===== src/rtl/fetch_unit.sv =====
`timescale 1ns/1ps
// fetch_unit: instruction fetch stage with a decoupling fetch queue.
//
// Requests instruction words from a latency-insensitive memory, tracks the PC
// of every outstanding request, and queues {pc, instr} pairs for decode.
// A redirect from decode flushes the queue, and the responses still in flight
// at that moment are counted and discarded when they return.
//
// Ports:
//   clk, rst        clock, asynchronous active-high reset
//   redirect_valid  branch/jump redirect from decode
//   redirect_pc     redirect target (low two bits ignored)
//   imem_req_*      request handshake, imem_req_addr = word address of pc_f
//   imem_rsp_*      in-order responses, no backpressure
//   valid_d/ready_d head-of-queue handshake towards decode
//   InstrD/PCD/PCPlus4D  head entry, zero when valid_d is low
module fetch_unit #(
    parameter int              XLEN     = 64,
    parameter logic [XLEN-1:0] RESET_PC = '0,
    parameter int              IMEM_AW  = 8,
    parameter int              FQ_DEPTH = 4
) (
    input  logic               clk,
    input  logic               rst,
    input  logic               redirect_valid,
    input  logic [XLEN-1:0]    redirect_pc,
    output logic               imem_req_valid,
    input  logic               imem_req_ready,
    output logic [IMEM_AW-1:0] imem_req_addr,
    input  logic               imem_rsp_valid,
    input  logic [31:0]        imem_rsp_data,
    output logic               valid_d,
    input  logic               ready_d,
    output logic [31:0]        InstrD,
    output logic [XLEN-1:0]    PCD,
    output logic [XLEN-1:0]    PCPlus4D
);

    localparam int CW = $clog2(FQ_DEPTH + 1);
    localparam int PW = $clog2(FQ_DEPTH);
    localparam logic [CW:0] DEPTH_C = (CW + 1)'(FQ_DEPTH);

    logic [XLEN-1:0] pc_f;

    // fetch queue
    logic [XLEN-1:0] q_pc    [FQ_DEPTH];
    logic [31:0]     q_instr [FQ_DEPTH];
    logic [PW-1:0]   q_wr, q_rd;
    logic [CW-1:0]   q_count;

    // PCs of outstanding requests; its occupancy is out_cnt
    logic [XLEN-1:0] f_pc [FQ_DEPTH];
    logic [PW-1:0]   f_wr, f_rd;
    logic [CW-1:0]   out_cnt;
    logic [CW-1:0]   drop_cnt;

    logic [CW:0]     credit_used;
    logic            hs;
    logic            rsp_fire;
    logic            rsp_keep;
    logic            pop;
    logic [XLEN-1:0] redirect_target;

    // Stale in-flight requests still hold a credit: their responses will
    // arrive and must be matched against the pc FIFO before being dropped.
    assign credit_used     = {1'b0, q_count} + {1'b0, out_cnt};
    assign imem_req_valid  = !rst && !redirect_valid && (credit_used < DEPTH_C);
    assign imem_req_addr   = pc_f[IMEM_AW+1:2];
    assign hs              = imem_req_valid && imem_req_ready;
    assign rsp_fire        = imem_rsp_valid && (out_cnt != '0);
    assign rsp_keep        = rsp_fire && (drop_cnt == '0);
    assign valid_d         = (q_count != '0);
    assign pop             = valid_d && ready_d;
    assign redirect_target = redirect_pc & ~XLEN'(3);

    assign InstrD   = valid_d ? q_instr[q_rd] : '0;
    assign PCD      = valid_d ? q_pc[q_rd] : '0;
    assign PCPlus4D = valid_d ? (q_pc[q_rd] + XLEN'(4)) : '0;

    // control state
    always_ff @(posedge clk or posedge rst) begin
        if (rst) begin
            pc_f     <= RESET_PC;
            q_wr     <= '0;
            q_rd     <= '0;
            q_count  <= '0;
            f_wr     <= '0;
            f_rd     <= '0;
            out_cnt  <= '0;
            drop_cnt <= '0;
        end else begin
            if (hs) begin
                f_wr <= f_wr + PW'(1);
                pc_f <= pc_f + XLEN'(4);
            end
            if (redirect_valid)
                pc_f <= redirect_target;
            if (rsp_fire)
                f_rd <= f_rd + PW'(1);
            out_cnt <= out_cnt + CW'(hs) - CW'(rsp_fire);

            if (redirect_valid) begin
                // Everything still outstanding after this cycle becomes stale.
                q_wr     <= '0;
                q_rd     <= '0;
                q_count  <= '0;
                drop_cnt <= out_cnt + CW'(hs) - CW'(rsp_fire);
            end else begin
                if (rsp_keep)
                    q_wr <= q_wr + PW'(1);
                if (pop)
                    q_rd <= q_rd + PW'(1);
                q_count <= q_count + CW'(rsp_keep) - CW'(pop);
                if (rsp_fire && (drop_cnt != '0))
                    drop_cnt <= drop_cnt - CW'(1);
            end
        end
    end

    // storage; contents are only observed through valid entries
    always_ff @(posedge clk) begin
        if (hs)
            f_pc[f_wr] <= pc_f;
        if (rsp_keep && !redirect_valid) begin
            q_pc[q_wr]    <= f_pc[f_rd];
            q_instr[q_wr] <= imem_rsp_data;
        end
    end

endmodule


===== config.mk =====
export PLATFORM = sky130hd
export DESIGN_NAME = fetch_unit
export DESIGN_NICKNAME = d
export VERILOG_FILES = /design/src/rtl/fetch_unit.sv
export SDC_FILE = /design/constraint.sdc
export NUM_CORES = 1
export LEC_CHECK = 0
export CAP_MARGIN = 20
export CORE_ASPECT_RATIO = 1.4
export CORE_UTILIZATION = 40
export DETAILED_ROUTE_END_ITERATION = 8
export PLACE_DENSITY_LB_ADDON = 0.3
export SYNTH_ARGS = -nofsm -noshare
export SYNTH_HDL_FRONTEND = slang
export SYNTH_SLANG_ARGS = --single-unit

===== constraint.sdc =====
create_clock -name clk -period 3.52 [get_ports clk]
set_input_delay 0.528 -clock clk [delete_from_list [all_inputs] [get_ports clk]]
set_output_delay 0.528 -clock clk [all_outputs]
set_load 0.05 [all_outputs]

==> results of run 1 <==
-- cell families (layout without fill, tap and decap cells) --
| logic type | after synthesis | count (layout) |
|---|---|---|
| other cells | 1 | 4 |
| buf+inv | 130 | 600 |
| flops | 703 | 703 |
| xor+xnor | 58 | 58 |
| compound gates | 176 | 176 |
| simple gates | 509 | 509 |
| mux | 162 | 162 |
| fa+ha+maj | 20 | 20 |
-- report_power, final --
group / total [mW] / switching [mW] / internal [mW]
Sequential: 10.7 / 0.618 / 10.1
Clock: 6.92 / 3.03 / 3.88
Combinational: 12.9 / 7.80 / 5.14
-- state kept, by name, summed over array words and instances (netlist names), 3 cells and up --
name and flops:
f_pc 248, q_pc 248, q_instr 128, pc_f 62
drop_cnt 3, out_cnt 3, q_count 3
-- synthesized netlist by cell type (4+ instances only) --
cell and instances:
edfxtp_1 624, mux4_2 137, nand2_1 112, and2_1 104
dfrtp_1 79, nor2_1 71, o21ai_0 70, clkbuf_1 55
nand3_1 53, nand4_1 34, xor2_1 31, a21oi_1 30
inv_1 27, xnor2_1 27, or3_1 26, o311ai_0 24
nor3_1 21, and3_1 20, ha_1 18, mux4_1 18
a31oi_1 15, buf_4 15, o211ai_1 14, buf_1 13
nor4_1 13, a221o_1 8, and4_1 8, buf_2 8
or4_1 7, a41oi_1 5, nor2b_1 5, or2_2 5
buf_6 4, mux2i_1 4, nor4_4 4, or3b_2 4
-- final timing paths --
kind,slack (ps),depth (start not counted),endpoint,start
setup / recovery,-600,9,PCPlus4D[42],q_rd[0]$_DFFE_PP0P_
hold / removal,290,2,q_rd[0]$_DFFE_PP0P_,redirect_valid
setup reg to reg,500,9,pc_f[58]$_DFFE_PP0N_,pc_f[2]$_DFFE_PP0N_
hold reg to reg,560,0,f_pc[1][32]$_DFFE_PP_,pc_f[32]$_DFFE_PP0N_
max in group asynchronous,2400,3,pc_f[41]$_DFFE_PP0N_,rst
min in group asynchronous,440,2,q_count[0]$_DFF_PP0_,rst
-- metal layers --
metal  global-route usage  up-vias  wire length, µm
li1                     -     7794                -
met1                0.236     8862            28400
met2                0.318      542            36000
met3               0.0384      128             4320
met4               0.0785        0             2490
met5                    0        -                0
-- what timing repair did --
action / 4_1_cts / 5_1_grt
setup endpoints to repair: 102 / 59
resized for setup: 126 / 54
cloned: 1 / 0
pin swaps: 42 / 31
setup buffers: 15 / 12
-- layout make-up --
class                   count  share of cell area
repair buffers            449               0.126
inverters                  29             0.00291
clock inverters            32             0.00745
multi-input cells         929               0.236
well taps                 952              0.0315
flip-flops and latches    703               0.548
clock buffers              90              0.0480
-- worst reg2reg max path: cells and delay by family, from the launching register on --
kind / cells / cell delay, ps
adder cells (fa/ha/maj): 1 / 260
flip-flops: 1 / 550
AND/OR/NAND/NOR: 6 / 1770
buffers and inverters: 2 / 380
==> out/qor.csv, run 1 <==
metric;value;unit
1st-pass router iterations;5;
Min-Delay Path Class;in2reg;
die height;325;µm
share of cells above drive strength 1;0.308;
share of flip-flops with an asynchronous set or reset;0.112;
post-synthesis area per instance;16.9;µm²
top_reg_cell synth;edfxtp_1;
initial antenna violation count;1;
# port buffers;265;
Compound-Gate Fraction of Synth Area;0.0376;
fin nets;2300;
largest net degree at the start of global routing;82;
Layout area overhead;27.2;%
Final Util;0.516;
cts bufs inserted;66;
Fmax achieved;0.243;GHz
RSZ-0062 raised after global routing;yes;
violated checks;setup timing;
total number of vias;17300;
crit end category;output port;
mux share of post-synthesis cell area;0.122;
Vias per Instance;5.44;
largest family of logic cells by synthesized area;multiplexers;
Post-synth EDFFs;624;
Worst-Skew Late Latency;620;ps
Cell Pwr Density;809;nW/µm²
Worst Setup Start Kind;register;
first-pass GRT wire length;108;mm
WL final;71.2;mm
Tmin final;4120;ps
P_leak;12.8;nW
Die ar.;75400;µm²
IO Pins;272;
post-synthesis sequential area ratio;0.697;
Worst EP required;2990;ps
Worst path max stage delay;570;ps
Ant. Diodes;0;
delay-heaviest family, CP;simple AND/OR/NAND/NOR gates;
fin crit share;1.17;
vias in the first global route;18000;
MaxCap Viol Count;0;
max-slew violations;0;
Post-Synth Simple-Gate Area;0.0949;
CTS tree;yes;
clock sink total;703;
status;finished with violations;
Register Area;20700;µm²
H-Tree Level Count;3;
final hold vios;0;
worst IR drop on VDD;407;µV
CP most frequent cell;or2_4;
Final WS setup;-602;ps
Post-CTS Hold Fix Bufs;0;
Crit-path slowest cell;dfrtp_4;
Die X;232;µm
routed len/inst;22.4;µm
Synth area leaders;edfxtp_1 (63%), mux4_2 (10%), dfrtp_1 (6.6%);
Root Buffer;clkbuf_16;
synthesis-stage register bit count;703;
CP arrival;3590;ps
commonest non-fill, non-tap cell in the layout;edfxtp_1;
Placed Cells;3035;
actual slew at the worst max-slew pin;922;ps
adder-cell share of the synthesized area;0.00892;
remaining antenna violation count;0;
Fin Setup TNS;-22430;ps
leading cell types in the layout, fill and taps excluded;edfxtp_1 (624), buf_4 (210), mux4_2 (148);
Overall Power;30.6;mW
final instance area;37800;µm²
top-area cell type share of the netlist area;0.630;
Setup CP Type;reg2out;
cell taking the most area after synthesis;edfxtp_1;
Total Routing Usage GR;0.189;
pre-CTS WS;-239;ps
initial core utilization;0.406;
final hold slack;293;ps
Rows;117;
Post-DP HPWL;48.4;mm
synth warn;0;
core footprint;73200;µm²
Max-slew headroom;0.385;
CP Buf/Inv Count;2;
filler cell count;5898;
CTS Buffer Depth;3;
Residual DRC;0;
xor-xnor portion of the synthesized cell area;0.0171;
Final setup viols;54;
clock slew at reported path FFs;60;ps
Cell Area, Placed;34900;µm²
Post-Synthesis Cells;1759;
Final Skew;24.9;ps
initial DRC count;1157;
Layout Cells excl Fill;3184;
number of distinct library cells after synthesis;59;
gr ovfl total;0;
worst-path fanout max;6;
crit-path cells;mux4_2 > ha_4 > nand4_1 > buf_4 > or2_4 > or2_4 > or4_4 > a21oi_4 > buf_12;
mapped cell area;29700;µm²
area of the multi-input gates;8920;µm²
Placer Congestion;0.866;
No activity file was read; power rests on OpenSTA's default activity.
==> run 2: changes to the inputs <==
SKIP_CTS_REPAIR_TIMING = 1   (was default)
==> out/qor.csv, run 2 (synthesis results as in run 1) <==
metric;value;unit
status;finished with violations;
violated checks;setup timing;
DRT met1 WL;28.6;mm
reg2reg start;pc_f[2]$_DFFE_PP0N_;
routed wl met3;4.04;mm
CP most frequent cell;buf_4;
Max-slew headroom;0.386;
Worst-Skew Late Latency;620;ps
final hold vios;0;
R2R Setup Slk;480;ps
Worst Setup Start Kind;register;
commonest non-fill, non-tap cell in the layout;edfxtp_1;
delay-heaviest family, CP;simple AND/OR/NAND/NOR gates;
total number of vias;17200;
Worst EP required;2990;ps
initial DRC count;1093;
filler cell count;5901;
worst-path fanout max;9;
initial core utilization;0.406;
P_leak;13.1;nW
Cell Pwr Density;810;nW/µm²
# port buffers;265;
1st-pass router iterations;5;
Fmax achieved;0.241;GHz
Regs by FF count;f_pc (248), q_pc (248), q_instr (128);
Placed Cells;3035;
die height;325;µm
cts bufs inserted;66;
worst hold path startpoint;redirect_valid;
Setup CP Type;reg2out;
Levels on crit path;11;
max-slew violations;0;
initial antenna violation count;1;
clock sink total;703;
fin nets;2297;
reg2reg end;pc_f[58]$_DFFE_PP0N_;
met2 wire len;35.9;mm
WHS Path Cells;2;
clock slew at reported path FFs;60;ps
hold endpoint;q_rd[0]$_DFFE_PP0P_;
Register Area;20700;µm²
remaining antenna violation count;0;
routed len/inst;22.3;µm
core footprint;73200;µm²
highest metal used;met4;
Tmin final;4150;ps
Layout area overhead;26.7;%
Die ar.;75400;µm²
Placer Congestion;0.866;
CTS Buffer Depth;3;
actual slew at the worst max-slew pin;922;ps
CTS tree;yes;
Final WS setup;-634;ps
Fin Setup TNS;-21910;ps
fin crit share;1.18;
Rows;117;
WL final;71.1;mm
crit-path cells;buf_6 > mux4_2 > nand4_4 > nor4_4 > buf_4 > clkbuf_16 > nand4_1 > buf_4 > or3_4 > a21oi_2 > buf_12;
Die X;232;µm
IO Pins;272;
vias in the first global route;17700;
Residual DRC;0;
MaxCap Viol Count;0;
gr ovfl total;0;
CP Buf/Inv Count;5;
Final setup viols;54;
largest net degree at the start of global routing;82;
Crit-path slowest cell;dfrtp_4;
Total Routing Usage GR;0.187;
worst IR drop on VDD;426;µV
area of the multi-input gates;8830;µm²
Ant. Diodes;0;
Root Buffer;clkbuf_16;
Layout Cells excl Fill;3181;
RSZ-0062 raised after global routing;yes;
crit end category;output port;
first-pass GRT wire length;107;mm
Min-Delay Path Class;in2reg;
H-Tree Level Count;3;
Post-DP HPWL;48.4;mm
Final Util;0.515;
Final Skew;23.5;ps
Worst path max stage delay;560;ps
Reg2Reg Depth;9;
CP arrival;3630;ps
Vias per Instance;5.41;
share of cells above drive strength 1;0.297;
leading cell types in the layout, fill and taps excluded;edfxtp_1 (624), buf_4 (223), mux4_2 (147);
-- run 2: changes by cell type in the layout (fill, tap and decap cells not counted), moves of 6 or more --
cell | before | now
clkdlybuf4s15_2 | 6 | 0
dlymetal6s2s_1 | 1 | 25
buf_4 | 210 | 223
dlygate4sd2_1 | 16 | 0
buf_6 | 28 | 17
-- run 2: how the worst max path moves through the flow --
stage / start / endpoint / slack, ps
2_1_floorplan: q_rd[0]$_DFFE_PP0P_ / PCPlus4D[42] / -250
3_3_place_gp: q_rd[0]$_DFFE_PP0P_ / PCPlus4D[57] / -130
4_1_cts: q_rd[0]$_DFFE_PP0P_ / PCPlus4D[57] / -910
5_1_grt: q_rd[0]$_DFFE_PP0P_ / PCPlus4D[47] / -730
3_5_place_dp: q_rd[0]$_DFFE_PP0P_ / PCPlus4D[57] / -240
6_report: q_rd[0]$_DFFE_PP0P_ / PCPlus4D[47] / -630
-- run 2: through the flow --
| step | setup slack, ps | cell area (µm²) | total power [mW] | hold WS, ps |
|---|---|---|---|---|
| 2_1_floorplan | -250 | 29900 | 18.6 | 486 |
| 3_5_place_dp | -239 | 34900 | 23.6 | 559 |
| 3_3_place_gp | -128 | 34900 | 23.4 | 540 |
| 4_1_cts | -905 | 37000 | 30.5 | 256 |
| 6_report | -634 | 37700 | 30.5 | 297 |
| 5_1_grt | -733 | 37700 | 31.8 | 274 |
-- run 2: metal layers --
| metal | track usage | vias up |
|---|---|---|
| li1 | - | 7795 |
| met1 | 0.235 | 8767 |
| met2 | 0.315 | 501 |
| met3 | 0.0372 | 132 |
| met4 | 0.0745 | 0 |
| met5 | 0 | - |
-- run 2: cell type report --
| type | count | area share |
|---|---|---|
| multi-input cells | 929 | 0.234 |
| inverters | 29 | 0.00292 |
| clock inverters | 32 | 0.00747 |
| clock buffers | 90 | 0.0482 |
| repair buffers | 446 | 0.125 |
| flip-flops and latches | 703 | 0.550 |
| well taps | 952 | 0.0316 |
-- run 2: report_power, final --
group / switching, mW / leakage, nW / internal (mW)
clock: 3.04 / 1.02 / 3.88
combinational: 7.75 / 5.47 / 5.16
sequential: 0.614 / 6.59 / 10.1
total: 11.4 / 13.1 / 19.1
